## config.mk

```make
export PLATFORM = sky130hd
export DESIGN_NAME = writeback_queue_flat
export DESIGN_NICKNAME = d
export VERILOG_FILES = /design/src/rtl/writeback_queue_pkg.sv /design/src/rtl/writeback_queue_if.sv /design/src/rtl/writeback_queue_fifo.sv /design/src/rtl/writeback_queue.sv /design/src/flat_wrapper.sv
export SDC_FILE = /design/constraint.sdc
export NUM_CORES = 1
export LEC_CHECK = 0
export ABC_AREA = 1
export ABC_CLOCK_PERIOD_IN_PS = 7600
export CORE_ASPECT_RATIO = 0.9
export CORE_MARGIN = 8
export CORE_UTILIZATION = 55
export CTS_BUF_LIST = sky130_fd_sc_hd__clkbuf_2 sky130_fd_sc_hd__clkbuf_4 sky130_fd_sc_hd__clkbuf_8
export DETAILED_ROUTE_END_ITERATION = 12
export MAX_ROUTING_LAYER = met4
export PLACE_DENSITY = 0.81
export SKIP_LAST_GASP = 1
export SLEW_MARGIN = 5
export SYNTH_ARGS = -nofsm -noshare
export SYNTH_HDL_FRONTEND = slang
export SYNTH_SLANG_ARGS = --single-unit
```

## constraint.sdc

```tcl
create_clock -name Clock -period 7.6 [get_ports Clock]
set_input_delay 0.76 -clock Clock [delete_from_list [all_inputs] [get_ports Clock]]
set_output_delay 0.76 -clock Clock [all_outputs]
set_load 0.1 [all_outputs]
```

## src/rtl/writeback_queue_pkg.sv

```systemverilog
// ----------------------------------------------------------------------------
// writeback_queue_pkg
// Shared definitions for the write-back result queue.
//   DEPTH_DEF / ADDR_W_DEF / DATA_W_DEF : default queue depth and field widths
//   entry_t                             : one queued result {address, data}
//   cnt_width()                         : width of an occupancy counter that
//                                         must hold the value DEPTH itself
// ----------------------------------------------------------------------------
package writeback_queue_pkg;

    localparam int DEPTH_DEF  = 4;
    localparam int ADDR_W_DEF = 8;
    localparam int DATA_W_DEF = 16;

    // Default-width view of a queued result.
    typedef struct packed {
        logic [ADDR_W_DEF-1:0] addr;
        logic [DATA_W_DEF-1:0] data;
    } entry_t;

    // Occupancy runs 0..DEPTH inclusive, so one bit more than the pointer.
    function automatic int cnt_width(input int depth);
        return $clog2(depth) + 1;
    endfunction

endpackage

```

## src/rtl/writeback_queue_if.sv

```systemverilog
// ----------------------------------------------------------------------------
// writeback_queue_if
// Bundles every non-clock signal of the write-back queue.
//   execute side  : iValid, oReady, iResult_Add, iResult_Data
//   regfile side  : oWrite_Enable, iWrite_Ack, oWrite_Add, oWrite_Data
//   forwarding    : Result_Valid, Result_Add, Result_Data
//   decode side   : Source_Add1, Source_Add2, oHazard
//   status        : oCount, oOverflow
// Modports: master = surrounding pipeline, slave = the queue itself.
// ----------------------------------------------------------------------------
interface writeback_queue_if
    import writeback_queue_pkg::*;
#(
    parameter int ADDR_W = ADDR_W_DEF,
    parameter int DATA_W = DATA_W_DEF,
    parameter int DEPTH  = DEPTH_DEF
) ();
    localparam int CW = cnt_width(DEPTH);

    logic              iValid;
    logic              oReady;
    logic [ADDR_W-1:0] iResult_Add;
    logic [DATA_W-1:0] iResult_Data;

    logic              oWrite_Enable;
    logic              iWrite_Ack;
    logic [ADDR_W-1:0] oWrite_Add;
    logic [DATA_W-1:0] oWrite_Data;

    logic              Result_Valid;
    logic [ADDR_W-1:0] Result_Add;
    logic [DATA_W-1:0] Result_Data;

    logic [ADDR_W-1:0] Source_Add1;
    logic [ADDR_W-1:0] Source_Add2;
    logic              oHazard;

    logic [CW-1:0]     oCount;
    logic              oOverflow;

    modport master (
        output iValid, iResult_Add, iResult_Data, iWrite_Ack, Source_Add1, Source_Add2,
        input  oReady, oWrite_Enable, oWrite_Add, oWrite_Data,
               Result_Valid, Result_Add, Result_Data, oHazard, oCount, oOverflow
    );

    modport slave (
        input  iValid, iResult_Add, iResult_Data, iWrite_Ack, Source_Add1, Source_Add2,
        output oReady, oWrite_Enable, oWrite_Add, oWrite_Data,
               Result_Valid, Result_Add, Result_Data, oHazard, oCount, oOverflow
    );

endinterface

```

## src/rtl/writeback_queue_fifo.sv

```systemverilog
// ----------------------------------------------------------------------------
// writeback_fifo
// Circular result buffer: storage, head/tail pointers, occupancy and flags.
//   clk, rst     : clock, asynchronous active-high reset
//   push_i       : write {addr_i, data_i} at the tail (ignored when full)
//   pop_i        : retire the head entry (ignored when empty)
//   head_addr_o  : address field of the head entry (raw, not masked)
//   head_data_o  : data field of the head entry (raw, not masked)
//   head_ptr_o   : current head index, for age-ordered scans of tag_o
//   tag_o        : address field of every slot, indexed by slot number
//   count_o      : occupancy 0..DEPTH
//   full_o       : count_o == DEPTH
//   empty_o      : count_o == 0
// ----------------------------------------------------------------------------
module writeback_fifo
    import writeback_queue_pkg::*;
#(
    parameter int ADDR_W = ADDR_W_DEF,
    parameter int DATA_W = DATA_W_DEF,
    parameter int DEPTH  = DEPTH_DEF
) (
    input  logic                     clk,
    input  logic                     rst,
    input  logic                     push_i,
    input  logic                     pop_i,
    input  logic [ADDR_W-1:0]        addr_i,
    input  logic [DATA_W-1:0]        data_i,
    output logic [ADDR_W-1:0]        head_addr_o,
    output logic [DATA_W-1:0]        head_data_o,
    output logic [$clog2(DEPTH)-1:0] head_ptr_o,
    output logic [ADDR_W-1:0]        tag_o [DEPTH],
    output logic [cnt_width(DEPTH)-1:0] count_o,
    output logic                     full_o,
    output logic                     empty_o
);
    localparam int PTR_W = $clog2(DEPTH);
    localparam int CW    = cnt_width(DEPTH);

    logic [ADDR_W-1:0] addr_q [DEPTH];
    logic [DATA_W-1:0] data_q [DEPTH];
    logic [PTR_W-1:0]  head_q, head_d;
    logic [PTR_W-1:0]  tail_q, tail_d;
    logic [CW-1:0]     count_q, count_d;
    logic              do_push, do_pop;

    assign full_o  = (count_q == CW'(DEPTH));
    assign empty_o = (count_q == '0);
    assign do_push = push_i && !full_o;
    assign do_pop  = pop_i && !empty_o;

    // Pointers are exactly PTR_W bits wide and DEPTH is a power of two, so
    // the +1 wraps modulo DEPTH on its own.
    always_comb begin
        // NOTE: every always_comb output gets a default before any branch;
        // a path that leaves one unassigned would infer a latch.
        head_d  = head_q;
        tail_d  = tail_q;
        count_d = count_q;
        if (do_push) tail_d = tail_q + 1'b1;
        if (do_pop)  head_d = head_q + 1'b1;
        unique case ({do_push, do_pop})
            2'b10:   count_d = count_q + 1'b1;
            2'b01:   count_d = count_q - 1'b1;
            default: count_d = count_q;
        endcase
    end

    always_ff @(posedge clk or posedge rst) begin
        if (rst) begin
            head_q  <= '0;
            tail_q  <= '0;
            count_q <= '0;
            // NOTE: storage is reset here only because the queue must come up
            // with every slot zeroed; plain data RAMs normally skip this.
            for (int i = 0; i < DEPTH; i++) begin
                addr_q[i] <= '0;
                data_q[i] <= '0;
            end
        end else begin
            // NOTE: sequential state uses non-blocking assignments so every
            // register samples its pre-edge value regardless of statement order.
            head_q  <= head_d;
            tail_q  <= tail_d;
            count_q <= count_d;
            if (do_push) begin
                addr_q[tail_q] <= addr_i;
                data_q[tail_q] <= data_i;
            end
        end
    end

    assign head_addr_o = addr_q[head_q];
    assign head_data_o = data_q[head_q];
    assign head_ptr_o  = head_q;
    assign count_o     = count_q;

    always_comb begin
        for (int i = 0; i < DEPTH; i++) tag_o[i] = addr_q[i];
    end

endmodule

```

## src/rtl/writeback_queue.sv

```systemverilog
// ----------------------------------------------------------------------------
// writeback_queue
// In-order write-back queue feeding the register file and the operand
// forwarding bus, with a RAW hazard flag for results still queued behind head.
//   Clock, Reset : rising-edge clock, asynchronous active-high reset
//   bus (slave)  : execute handshake (iValid/oReady/iResult_*), regfile write
//                  port (oWrite_*/iWrite_Ack), forwarding bus (Result_*),
//                  decode sources + oHazard, oCount, sticky oOverflow
// The head entry drives both the write port and the forwarding bus; when the
// queue is empty all address/data outputs read as zero.
// ----------------------------------------------------------------------------
module writeback_queue
    import writeback_queue_pkg::*;
#(
    parameter int ADDR_W = ADDR_W_DEF,
    parameter int DATA_W = DATA_W_DEF,
    parameter int DEPTH  = DEPTH_DEF
) (
    input  logic             Clock,
    input  logic             Reset,
    writeback_queue_if.slave bus
);
    localparam int PTR_W = $clog2(DEPTH);
    localparam int CW    = cnt_width(DEPTH);

    logic [ADDR_W-1:0] head_addr;
    logic [DATA_W-1:0] head_data;
    logic [PTR_W-1:0]  head_ptr;
    logic [ADDR_W-1:0] tag [DEPTH];
    logic [CW-1:0]     count;
    logic              full, empty;
    logic              push, pop;
    logic              hazard;
    logic              overflow_q, overflow_d;

    // Ready depends on occupancy only; a same-cycle pop does not open a slot.
    assign push = bus.iValid && !full;
    assign pop  = bus.iWrite_Ack && !empty;

    writeback_fifo #(
        .ADDR_W (ADDR_W),
        .DATA_W (DATA_W),
        .DEPTH  (DEPTH)
    ) u_fifo (
        .clk         (Clock),
        .rst         (Reset),
        .push_i      (push),
        .pop_i       (pop),
        .addr_i      (bus.iResult_Add),
        .data_i      (bus.iResult_Data),
        .head_addr_o (head_addr),
        .head_data_o (head_data),
        .head_ptr_o  (head_ptr),
        .tag_o       (tag),
        .count_o     (count),
        .full_o      (full),
        .empty_o     (empty)
    );

    // Scan entries younger than head (offsets 1..count-1). The head itself is
    // already visible on the forwarding bus, so it never raises a hazard.
    always_comb begin
        hazard = 1'b0;
        for (int k = 1; k < DEPTH; k++) begin
            if ((CW'(k) < count) &&
                ((tag[head_ptr + PTR_W'(k)] == bus.Source_Add1) ||
                 (tag[head_ptr + PTR_W'(k)] == bus.Source_Add2)))
                hazard = 1'b1;
        end
    end

    always_comb begin
        overflow_d = overflow_q;
        if (bus.iValid && full) overflow_d = 1'b1;
    end

    always_ff @(posedge Clock or posedge Reset) begin
        if (Reset) overflow_q <= 1'b0;
        else       overflow_q <= overflow_d;
    end

    assign bus.oReady        = !full;
    assign bus.oWrite_Enable = !empty;
    assign bus.Result_Valid  = !empty;
    // Slots keep stale contents after a pop, so mask them when nothing is live.
    assign bus.oWrite_Add    = empty ? '0 : head_addr;
    assign bus.oWrite_Data   = empty ? '0 : head_data;
    assign bus.Result_Add    = empty ? '0 : head_addr;
    assign bus.Result_Data   = empty ? '0 : head_data;
    assign bus.oHazard       = hazard;
    assign bus.oCount        = count;
    assign bus.oOverflow     = overflow_q;

endmodule

```

## src/flat_wrapper.sv

```systemverilog
// flat-port wrapper written by rule: the top's interface ports become plain ports
module writeback_queue_flat import writeback_queue_pkg::*;
#(
    parameter int ADDR_W = ADDR_W_DEF,
    parameter int DATA_W = DATA_W_DEF,
    parameter int DEPTH  = DEPTH_DEF
)
  (Clock, Reset, bus_iValid, bus_iResult_Add, bus_iResult_Data, bus_iWrite_Ack, bus_Source_Add1, bus_Source_Add2, bus_oReady, bus_oWrite_Enable, bus_oWrite_Add, bus_oWrite_Data, bus_Result_Valid, bus_Result_Add, bus_Result_Data, bus_oHazard, bus_oCount, bus_oOverflow);
  writeback_queue_if #(.ADDR_W(ADDR_W), .DATA_W(DATA_W), .DEPTH(DEPTH)) bus_i ();
  input  logic Clock;
  input  logic Reset;
  input wire logic [$bits(bus_i.iValid)-1:0] bus_iValid;
  input wire logic [$bits(bus_i.iResult_Add)-1:0] bus_iResult_Add;
  input wire logic [$bits(bus_i.iResult_Data)-1:0] bus_iResult_Data;
  input wire logic [$bits(bus_i.iWrite_Ack)-1:0] bus_iWrite_Ack;
  input wire logic [$bits(bus_i.Source_Add1)-1:0] bus_Source_Add1;
  input wire logic [$bits(bus_i.Source_Add2)-1:0] bus_Source_Add2;
  output wire logic [$bits(bus_i.oReady)-1:0] bus_oReady;
  output wire logic [$bits(bus_i.oWrite_Enable)-1:0] bus_oWrite_Enable;
  output wire logic [$bits(bus_i.oWrite_Add)-1:0] bus_oWrite_Add;
  output wire logic [$bits(bus_i.oWrite_Data)-1:0] bus_oWrite_Data;
  output wire logic [$bits(bus_i.Result_Valid)-1:0] bus_Result_Valid;
  output wire logic [$bits(bus_i.Result_Add)-1:0] bus_Result_Add;
  output wire logic [$bits(bus_i.Result_Data)-1:0] bus_Result_Data;
  output wire logic [$bits(bus_i.oHazard)-1:0] bus_oHazard;
  output wire logic [$bits(bus_i.oCount)-1:0] bus_oCount;
  output wire logic [$bits(bus_i.oOverflow)-1:0] bus_oOverflow;
  assign bus_i.iValid = bus_iValid;
  assign bus_i.iResult_Add = bus_iResult_Add;
  assign bus_i.iResult_Data = bus_iResult_Data;
  assign bus_i.iWrite_Ack = bus_iWrite_Ack;
  assign bus_i.Source_Add1 = bus_Source_Add1;
  assign bus_i.Source_Add2 = bus_Source_Add2;
  assign bus_oReady = bus_i.oReady;
  assign bus_oWrite_Enable = bus_i.oWrite_Enable;
  assign bus_oWrite_Add = bus_i.oWrite_Add;
  assign bus_oWrite_Data = bus_i.oWrite_Data;
  assign bus_Result_Valid = bus_i.Result_Valid;
  assign bus_Result_Add = bus_i.Result_Add;
  assign bus_Result_Data = bus_i.Result_Data;
  assign bus_oHazard = bus_i.oHazard;
  assign bus_oCount = bus_i.oCount;
  assign bus_oOverflow = bus_i.oOverflow;
  writeback_queue #(.ADDR_W(ADDR_W), .DATA_W(DATA_W), .DEPTH(DEPTH)) u_core (.Clock(Clock), .Reset(Reset), .bus(bus_i));
endmodule
```

==> results of run 1 <==
## metal layers
layer / global-route usage [%] / up-vias / share of wire (%) / routed length (um)
met5: - / - / 0 / 0
met4: 7.03 / 0 / 2.0 / 333
met3: 3.66 / 29 / 5.8 / 986
met2: 35.0 / 200 / 47 / 7870
met1: 29.9 / 2924 / 46 / 7720
li1: - / 3118 / - / -
## through the flow
step,instances,hold WS [ns],cell area [um2]
after global routing,1144,0.514,7460
after CTS,1144,0.497,7460
final,1144,0.493,7460
after floorplan,940,0.454,6480
after detailed placement,1128,0.473,7260
after global placement,1128,0.465,7260
## cell usage in the layout, fill, tap and decap left out
cell type	netlist	layout
buf_4	32	7
clkinv_1	1	1
ha_1	8	8
inv_6	0	2
o21ai_1	1	1
dfrtp_2	0	2
nor2_2	1	1
dfrtp_1	104	102
a31o_2	1	1
clkbuf_8	0	9
nand2_2	2	2
a22oi_1	16	16
xor2_1	3	3
nand3_1	137	137
bufinv_16	0	1
inv_1	82	81
a31oi_1	24	24
xnor2_1	2	2
clkinv_2	0	1
nand4_1	5	5
nand2_1	348	348
nor2_1	16	16
clkinvlp_4	0	2
clkbuf_4	0	1
inv_2	2	2
clkdlybuf4s50_1	0	99
inv_4	0	1
o21ai_0	113	113
## state kept, by name, summed over array words and instances, names as in the netlist
| signal | flops |
|---|---|
| u_core.u_fifo.tail_q | 2 |
| u_core.u_fifo.head_ptr_o | 2 |
| u_core.bus.oOverflow | 1 |
| u_core.u_fifo.data_q | 64 |
| u_core.u_fifo.count_o | 3 |
| u_core.u_fifo.tag_o | 32 |
## layout make-up
class	count	area share, %
Timing Repair Buffer	106	14.0
Tap cell	156	2.62
Multi-Input combinational cell	677	41.5
Sequential cell	104	34.9
Inverter	85	4.31
Clock inverter	6	0.906
Clock buffer	10	1.76
## cells by family (layout without fill, tap and decap cells)
family,after synthesis,count (layout)
buffers and inverters,159,207
AND/OR/NAND/NOR,509,509
flip-flops,104,104
XOR/XNOR,5,5
adder cells (fa/ha/maj),8,8
AO/OA/AOI/OAI,155,155
## worst reg2reg max path, stage by stage (launching register included)
cell and delay, ns:
dfrtp_1 0.44, inv_1 0.10, ha_1 0.24, nand2_1 0.38, nand2_1 0.25, inv_1 0.12, ha_1 0.28, nor2_1 0.11
o21ai_0 0.10, xor2_1 0.14, inv_1 0.05
## path summary, 6_finish.rpt
check / endpoint / depth (start not counted) / from / slack (ns)
worst min register to register: u_core.u_fifo.data_q[4]$_DFFE_PP0P_ / 2 / u_core.u_fifo.data_q[4]$_DFFE_PP0P_ / 0.49
max in group asynchronous: u_core.u_fifo.head_ptr_o[1]$_DFFE_PP0P_ / 3 / Reset / 5.58
min in group asynchronous: u_core.u_fifo.data_q[61]$_DFFE_PP0P_ / 2 / Reset / 0.74
worst max-delay path: bus_oHazard / 13 / u_core.u_fifo.head_ptr_o[1]$_DFFE_PP0P_ / 2.51
worst min-delay path: u_core.u_fifo.data_q[4]$_DFFE_PP0P_ / 2 / u_core.u_fifo.data_q[4]$_DFFE_PP0P_ / 0.49
worst max register to register: u_core.u_fifo.count_o[2]$_DFFE_PP0P_ / 10 / u_core.u_fifo.count_o[0]$_DFFE_PP0P_ / 5.31
## synthesized netlist by cell type, types with 2 or more instances
library cell | count | area share (%)
nand2_1 | 348 | 20
nand3_1 | 137 | 11
o21ai_0 | 113 | 8.7
dfrtp_1 | 104 | 40
inv_1 | 82 | 4.7
buf_4 | 32 | 3.7
a31oi_1 | 24 | 2.3
buf_2 | 18 | 1.4
clkbuf_1 | 17 | 0.98
a22oi_1 | 16 | 1.9
nor2_1 | 16 | 0.93
ha_1 | 8 | 1.5
buf_6 | 6 | 1.0
nand4_1 | 5 | 0.48
xor2_1 | 3 | 0.41
inv_2 | 2 | 0.12
nand2_2 | 2 | 0.19
xnor2_1 | 2 | 0.27
==> metrics.txt, run 1 <==
outcome finished clean; GR Util All Layers 22.6%; register area share after synthesis 40.1%; 1st-iter DRT viols 609; WS Path Type reg -> out; Via density 5.48; netlist area before placement 6480 um2; Avg Synthesized Cell Area 6.90 um2; ys async rst share 100%; Distinct cells, synth 23; Storage cell area 2610 um2; top_reg_cell synth dfrtp_1; Adder-Cell Fraction of Synth Area 1.54%; DP Worst Slack 3.01 ns; number of max-slew violations in the final report 0; clock root buffer clkbuf_8; endpoint class of the critical path output pin; I/O Pins 100; Synth Area in XOR/XNOR 0.676%; max_cap viols 0; final setup fails 0; most used cell, CP nand2_1; CTS Sinks 104; Post-Route WL 16900 um; Multi-input gate area 3100 um2; Rel. slew slack 31.2%; Antenna Nets Post-Route 0; worst hold path type reg -> reg; crit path time final 5.09 ns; CTS Hold Bufs 0; layout cells sized above 1 3.24%; Max FO, Critical Path 60; Final Wtd Congestion 0.944; crit-path max cell delay 1.15 ns; Synth Area in Compound Gates 13.1%; die width 130 um; CTS max path bufs 2; worst-case clock skew 0.0176 ns; RSZ-0062 raised after global routing false; Area growth, synth to finish 15.1%; setup_tns 0 ns; CP Launch Type register; Post-synth EDFFs 0; num rows 37; number of setup buffers added after CTS 0; Post-DP HPWL 11700 um; initial antenna violation count 0; Top Family by Delay on Critical Path simple AND/OR/NAND/NOR gates; global route total overflow 0; diode count 0; net count after synthesis 992; DR WL/cell 14.8 um; Final Hold Fails 0; CP arrival 4.33 ns; post-synthesis simple-gate area fraction 32.4%; clock transition at the registers of the reported paths 0.11 ns; worst-skew pair later-pin latency 0.38 ns; die area 15500 um2; TritonCTS clock tree done; Worst Path Required 6.84 ns; yosys warns 0; critical path, cell by cell inv_2 -> nand2_1 -> nand2_2 -> nand2_1 -> nand3_1 -> nand2_1 -> nand2_1 -> nor2_1 -> nand2_1 -> nand2_1 -> nand2_1 -> nand3_1 -> clkdlybuf4s50_1; Tightest Pin Transition 1.03 ns; first drt pass iteration count 6; H-tree Lvls 3; Yosys reg bits 104; Initial Util 56.5%; synthesized instance count 940; routed vias 6271; WP buf/inv 2; I/O Buffers 99; cts repair resizes 0; mux cell area share after synthesis 0%; DRC 0; fillers 1057; core area 11500 um2; largest net degree at the start of global routing 72; fin util 65.0%; final period utilization 67.0%; Peak Freq 196 MHz; main combinational cell family by area after synthesis simple AND/OR/NAND/NOR gates; Final WS setup 2.51 ns; post-layout net count 1035; vias in the first global route 5959; die span in y 119 um; first-pass GRT wire length 28100 um; CTS Buf Count 9; Crit-path slowest cell clkdlybuf4s50_1
Power of run 1 is not shown: default switching activity piles up to over one toggle a cycle in this logic, so the estimate is an artifact.
==> run 2: changes to the inputs <==
--- a/config.mk
+++ b/config.mk
@@ -6,14 +6,14 @@
 export NUM_CORES = 1
 export LEC_CHECK = 0
 export ABC_AREA = 1
-export ABC_CLOCK_PERIOD_IN_PS = 7600
+export ABC_CLOCK_PERIOD_IN_PS = 4300
 export CORE_ASPECT_RATIO = 0.9
 export CORE_MARGIN = 8
-export CORE_UTILIZATION = 55
+export CORE_UTILIZATION = 51
 export CTS_BUF_LIST = sky130_fd_sc_hd__clkbuf_2 sky130_fd_sc_hd__clkbuf_4 sky130_fd_sc_hd__clkbuf_8
 export DETAILED_ROUTE_END_ITERATION = 12
 export MAX_ROUTING_LAYER = met4
-export PLACE_DENSITY = 0.81
+export PLACE_DENSITY = 0.79
 export SKIP_LAST_GASP = 1
 export SLEW_MARGIN = 5
 export SYNTH_ARGS = -nofsm -noshare
==> constraint.sdc (replaced) <==
create_clock -name Clock -period 4.3 [get_ports Clock]
set_input_delay 0.43 -clock Clock [delete_from_list [all_inputs] [get_ports Clock]]
set_output_delay 0.43 -clock Clock [all_outputs]
set_load 0.1 [all_outputs]
==> metrics.txt, run 2 (synthesis results as in run 1) <==
I/O Pins 100 (unchanged); CTS Buf Count 9 (unchanged); TritonCTS clock tree done; Max FO, Critical Path 38 (-37%); die width 135 um (+3.4%); Final Wtd Congestion 0.921 (-2.5%); endpoint class of the critical path output pin; routed vias 6271 (unchanged); worst-skew pair later-pin latency 0.37 ns (about the same); largest reg by FF count u_core.u_fifo.data_q; DR WL/cell 14.8 um (-0.13%); initial antenna violation count 0 (unchanged); CP Launch Type register; CP arrival 3.17 ns (-1.16 ns); DP Worst Slack 1.17 ns (-1.83 ns); Initial Util 51.7% (-4.8 points); WS Path Type reg -> out; die area 16600 um2 (+6.8%); I/O Buffers 99 (unchanged); number of max-slew violations in the final report 0 (unchanged); first drt pass iteration count 5 (-1); crit path time final 3.60 ns; CTS Sinks 104 (unchanged); final setup fails 0 (unchanged); Final Hold Fails 0 (unchanged); worst hold path type reg -> reg; largest net degree at the start of global routing 84 (+17%); clock transition at the registers of the reported paths 0.10 ns (about the same); setup_tns 0 ns (unchanged); most frequent cells in the layout nand2_1 (347), nand3_1 (137), o21ai_0 (113); number of setup buffers added after CTS 0 (unchanged); fillers 1132 (+7.1%); layout cells sized above 1 9.11% (+5.9 points); max reg flops 64 (unchanged); DRC 0 (unchanged); placed insts 1136 (+0.71%); global route total overflow 0 (unchanged); Multi-input gate area 3220 um2 (+4.0%); Via density 5.44 (-0.69%); Final WS setup 0.703 ns (-1.81 ns); Area growth, synth to finish 16.2%; most common cell after layout, fill and taps aside nand2_1; RSZ-0062 raised after global routing false; 1st-iter DRT viols 704 (+16%); fin cells 1152 (+0.70%); Tightest Pin Transition 1.01 ns (-0.0192 ns); CTS max path bufs 2 (unchanged); worst-case clock skew 0.0141 ns (-0.00351 ns); Storage cell area 2610 um2 (unchanged); post-layout net count 1035 (unchanged); clock root buffer clkbuf_8; final period utilization 83.6%; Rel. slew slack 32.5% (+1.3 points); max_cap viols 0 (unchanged); Antenna Nets Post-Route 0 (unchanged); vias in the first global route 5788 (-2.9%); Post-DP HPWL 11900 um (+2.2%); core area 12500 um2 (+9.2%); die span in y 123 um (+3.3%); CTS Hold Bufs 0 (unchanged); cts repair resizes 0 (unchanged); num rows 39 (+5.4%); GR Util All Layers 21.3% (-1.3 points); Post-Route WL 17000 um (+0.57%); Peak Freq 278 MHz; H-tree Lvls 3 (unchanged); outcome finished clean; diode count 0 (unchanged); Worst Path Required 3.87 ns (-2.97 ns); first-pass GRT wire length 27900 um (-0.74%)
-- run 2: changes by cell type in the layout (fill, tap and decap cells not counted), sizes merged --
cell | before | now
buf | 7 | 56
bufinv | 1 | 3
clkbuf | 10 | 11
clkdlybuf4s50 | 99 | 50
clkinv | 2 | 3
clkinvlp | 2 | 0
inv | 86 | 84
-- run 2: per-stage QoR --
step	cell area (um2)	utilization (%)	hold WS, ns
after global placement	7280	58.1	0.451
final	7530	60.1	0.492
after detailed placement	7280	58.1	0.464
after CTS	7530	60.1	0.492
after global routing	7530	60.1	0.507
after floorplan	6600	-	0.454
-- run 2: worst paths after layout --
check	to	startpoint	cells past startpoint	slack [ns]
max	bus_oHazard	u_core.u_fifo.head_ptr_o[0]$_DFFE_PP0P_	13	0.70
min	u_core.bus.oOverflow$_DFFE_PP0P_	u_core.bus.oOverflow$_DFFE_PP0P_	1	0.49
max reg2reg	u_core.u_fifo.data_q[59]$_DFFE_PP0P_	u_core.u_fifo.count_o[1]$_DFFE_PP0P_	8	1.98
min reg2reg	u_core.bus.oOverflow$_DFFE_PP0P_	u_core.bus.oOverflow$_DFFE_PP0P_	1	0.49
max in group asynchronous	u_core.u_fifo.data_q[6]$_DFFE_PP0P_	Reset	3	2.77
min in group asynchronous	u_core.u_fifo.data_q[42]$_DFFE_PP0P_	Reset	2	0.64
-- run 2: cell type report --
| cell class | count | area share [%] |
|---|---|---|
| clock inverters | 5 | 1.38 |
| flip-flops and latches | 104 | 34.6 |
| repair buffers | 106 | 12.4 |
| well taps | 164 | 2.72 |
| multi-input cells | 677 | 42.7 |
| clock buffers | 11 | 1.93 |
| inverters | 85 | 4.27 |
-- run 2: routing by layer --
metal	GRT usage, %	vias up	share of wire (%)
li1	-	3112	-
met1	27.6	2911	45
met5	-	-	0
met4	4.20	0	0.94
met3	4.02	18	6.2
met2	34.5	230	48
-- run 2: critical path, cell delays in order (launching register included) --
cell     delay (ns)
dfrtp_2        0.59
inv_2          0.40
buf_4          0.42
nand2_1        0.18
nand3_1        0.16
nand2_1        0.09
nand2_1        0.06
nand4_1        0.13
nor2_1         0.16
nand2_1        0.07
nand2_1        0.12
nand2_1        0.06
nand3_1        0.15
buf_12         0.20
Power of run 2 is left out for the same reason.
==> run 3: changes to the inputs <==
--- a/config.mk
+++ b/config.mk
@@ -6,14 +6,14 @@
 export NUM_CORES = 1
 export LEC_CHECK = 0
 export ABC_AREA = 1
-export ABC_CLOCK_PERIOD_IN_PS = 4300
+export ABC_CLOCK_PERIOD_IN_PS = 3400
 export CORE_ASPECT_RATIO = 0.9
 export CORE_MARGIN = 8
-export CORE_UTILIZATION = 51
+export CORE_UTILIZATION = 55
 export CTS_BUF_LIST = sky130_fd_sc_hd__clkbuf_2 sky130_fd_sc_hd__clkbuf_4 sky130_fd_sc_hd__clkbuf_8
 export DETAILED_ROUTE_END_ITERATION = 12
 export MAX_ROUTING_LAYER = met4
-export PLACE_DENSITY = 0.79
+export PLACE_DENSITY = 0.81
 export SKIP_LAST_GASP = 1
 export SLEW_MARGIN = 5
 export SYNTH_ARGS = -nofsm -noshare
==> constraint.sdc (replaced) <==
create_clock -name Clock -period 3.4 [get_ports Clock]
set_input_delay 0.34 -clock Clock [delete_from_list [all_inputs] [get_ports Clock]]
set_output_delay 0.34 -clock Clock [all_outputs]
set_load 0.1 [all_outputs]
==> metrics.txt, run 3 (synthesis results as in run 1) <==
outcome finished clean; WHS 0.392 ns (-0.101 ns); DRC 0 (unchanged); routed vias 6536 (+4.2%); crit path time final 3.22 ns; H-tree Lvls 3 (unchanged); global route total overflow 0 (unchanged); Max FO, Critical Path 16 (-58%); Final Hold Fails 0 (unchanged); setup_tns 0 ns (unchanged); num rows 37 (-5.1%); vias in the first global route 6112 (+5.6%); Rel. slew slack 34.2% (+1.8 points); DR WL/cell 15.3 um (+4.0%); I/O Pins 100 (unchanged); worst-skew pair later-pin latency 0.36 ns (about the same); Initial Util 56.5% (+4.8 points); die width 130 um (-3.3%); I/O Buffers 99 (unchanged); Peak Freq 310 MHz; Via density 5.68 (+4.3%); CP Launch Type register; clock transition at the registers of the reported paths 0.10 ns (about the same); die span in y 119 um (-3.2%); number of max-slew violations in the final report 0 (unchanged); top sig layer met4; core area 11500 um2 (-8.5%); most frequent cells in the layout nand2_1 (348), nand3_1 (137), o21ai_0 (113); Tightest Pin Transition 0.983 ns (-0.0294 ns); final period utilization 94.7%; largest reg by FF count u_core.u_fifo.data_q; CTS Hold Bufs 0 (unchanged); Final Wtd Congestion 0.936 (+1.6%); Post-DP HPWL 12600 um (+5.4%); largest net degree at the start of global routing 49 (-42%); metal2 WL 8420 um (+4.1%); layout cells sized above 1 11.3% (+2.1 points); CP arrival 2.88 ns (-0.29 ns); TritonCTS clock tree done; CTS Buf Count 9 (unchanged); worst-case clock skew 0.0101 ns (-0.00402 ns); RSZ-0062 raised after global routing false; number of setup buffers added after CTS 0 (unchanged); Worst Path Required 3.06 ns (-0.81 ns); endpoint class of the critical path output pin; clock root buffer clkbuf_8; worst hold path type in -> async; CTS max path bufs 2 (unchanged); post-layout net count 1042 (+0.68%); initial antenna violation count 0 (unchanged); diode count 0 (unchanged); Post-Route WL 17700 um (+3.9%); final setup fails 0 (unchanged); max_cap viols 0 (unchanged); GR Util All Layers 23.5% (+2.2 points); fin util 71.8% (+12 points); most common cell after layout, fill and taps aside nand2_1; WS Path Type reg -> out; die area 15500 um2 (-6.4%); max reg flops 64 (unchanged); CTS Sinks 104 (unchanged); first-pass GRT wire length 29100 um (+4.2%); Area growth, synth to finish 27.1%; met3 WL post-DR 1270 um (+21%); Antenna Nets Post-Route 0 (unchanged); r2r setup slk 1.05 ns (-0.93 ns); 1st-iter DRT viols 742 (+5.4%); first drt pass iteration count 7 (+2); Post-Route M1 WL 7650 um (-0.52%)
-- run 3: final timing paths --
kind	endpoint	from	cells after the start
min in group Clock	u_core.bus.oOverflow$_DFFE_PP0P_	u_core.bus.oOverflow$_DFFE_PP0P_	1
setup reg to reg	u_core.u_fifo.count_o[2]$_DFFE_PP0P_	u_core.u_fifo.count_o[1]$_DFFE_PP0P_	10
hold reg to reg	u_core.bus.oOverflow$_DFFE_PP0P_	u_core.bus.oOverflow$_DFFE_PP0P_	1
hold / removal	u_core.u_fifo.tag_o[19]$_DFFE_PP0P_	Reset	2
max in group asynchronous	u_core.u_fifo.data_q[40]$_DFFE_PP0P_	Reset	3
setup / recovery	bus_Result_Data[2]	u_core.u_fifo.count_o[0]$_DFFE_PP0P_	6
-- run 3: area by class of cell --
class | instances | area [um2]
clock buffer | 12 | 153
tap | 156 | 195
multi-input combinational | 677 | 3290
sequential | 104 | 2610
timing repair buffer | 113 | 1590
fill | 937 | 3240
inverter | 85 | 323
clock inverter | 4 | 76.3
-- run 3: through the flow --
stage               setup slack, ns  cell area, um2  std cells
detailed placement            0.540            8000       1135
finish                        0.179            8240       1151
global placement              0.573            8000       1135
floorplan                    -0.284            6670        940
global route                0.00653            8240       1151
CTS                           0.131            8220       1151
-- run 3: timing repair --
action / in CTS / in global routing
endpoints found under the setup margin: 0 / 1
hold endpoints to repair: 0 / 0
resized for setup: 0 / 4
-- run 3: worst max-delay path: stages, from the launching register on --
cell,delay [ns]
dfrtp_2,0.41
inv_1,0.08
ha_1,0.23
nand2_1,0.41
inv_1,0.50
a31oi_1,0.62
buf_12,0.25
-- run 3: per-layer routing --
layer  vias to the layer above  global-route usage, %
li1                       3138                      -
met1                      3069                   30.6
met2                       292                   37.4
met3                        37                   3.70
met4                         0                   6.16
met5                         -                      -
Power of run 3 is left out for the same reason.
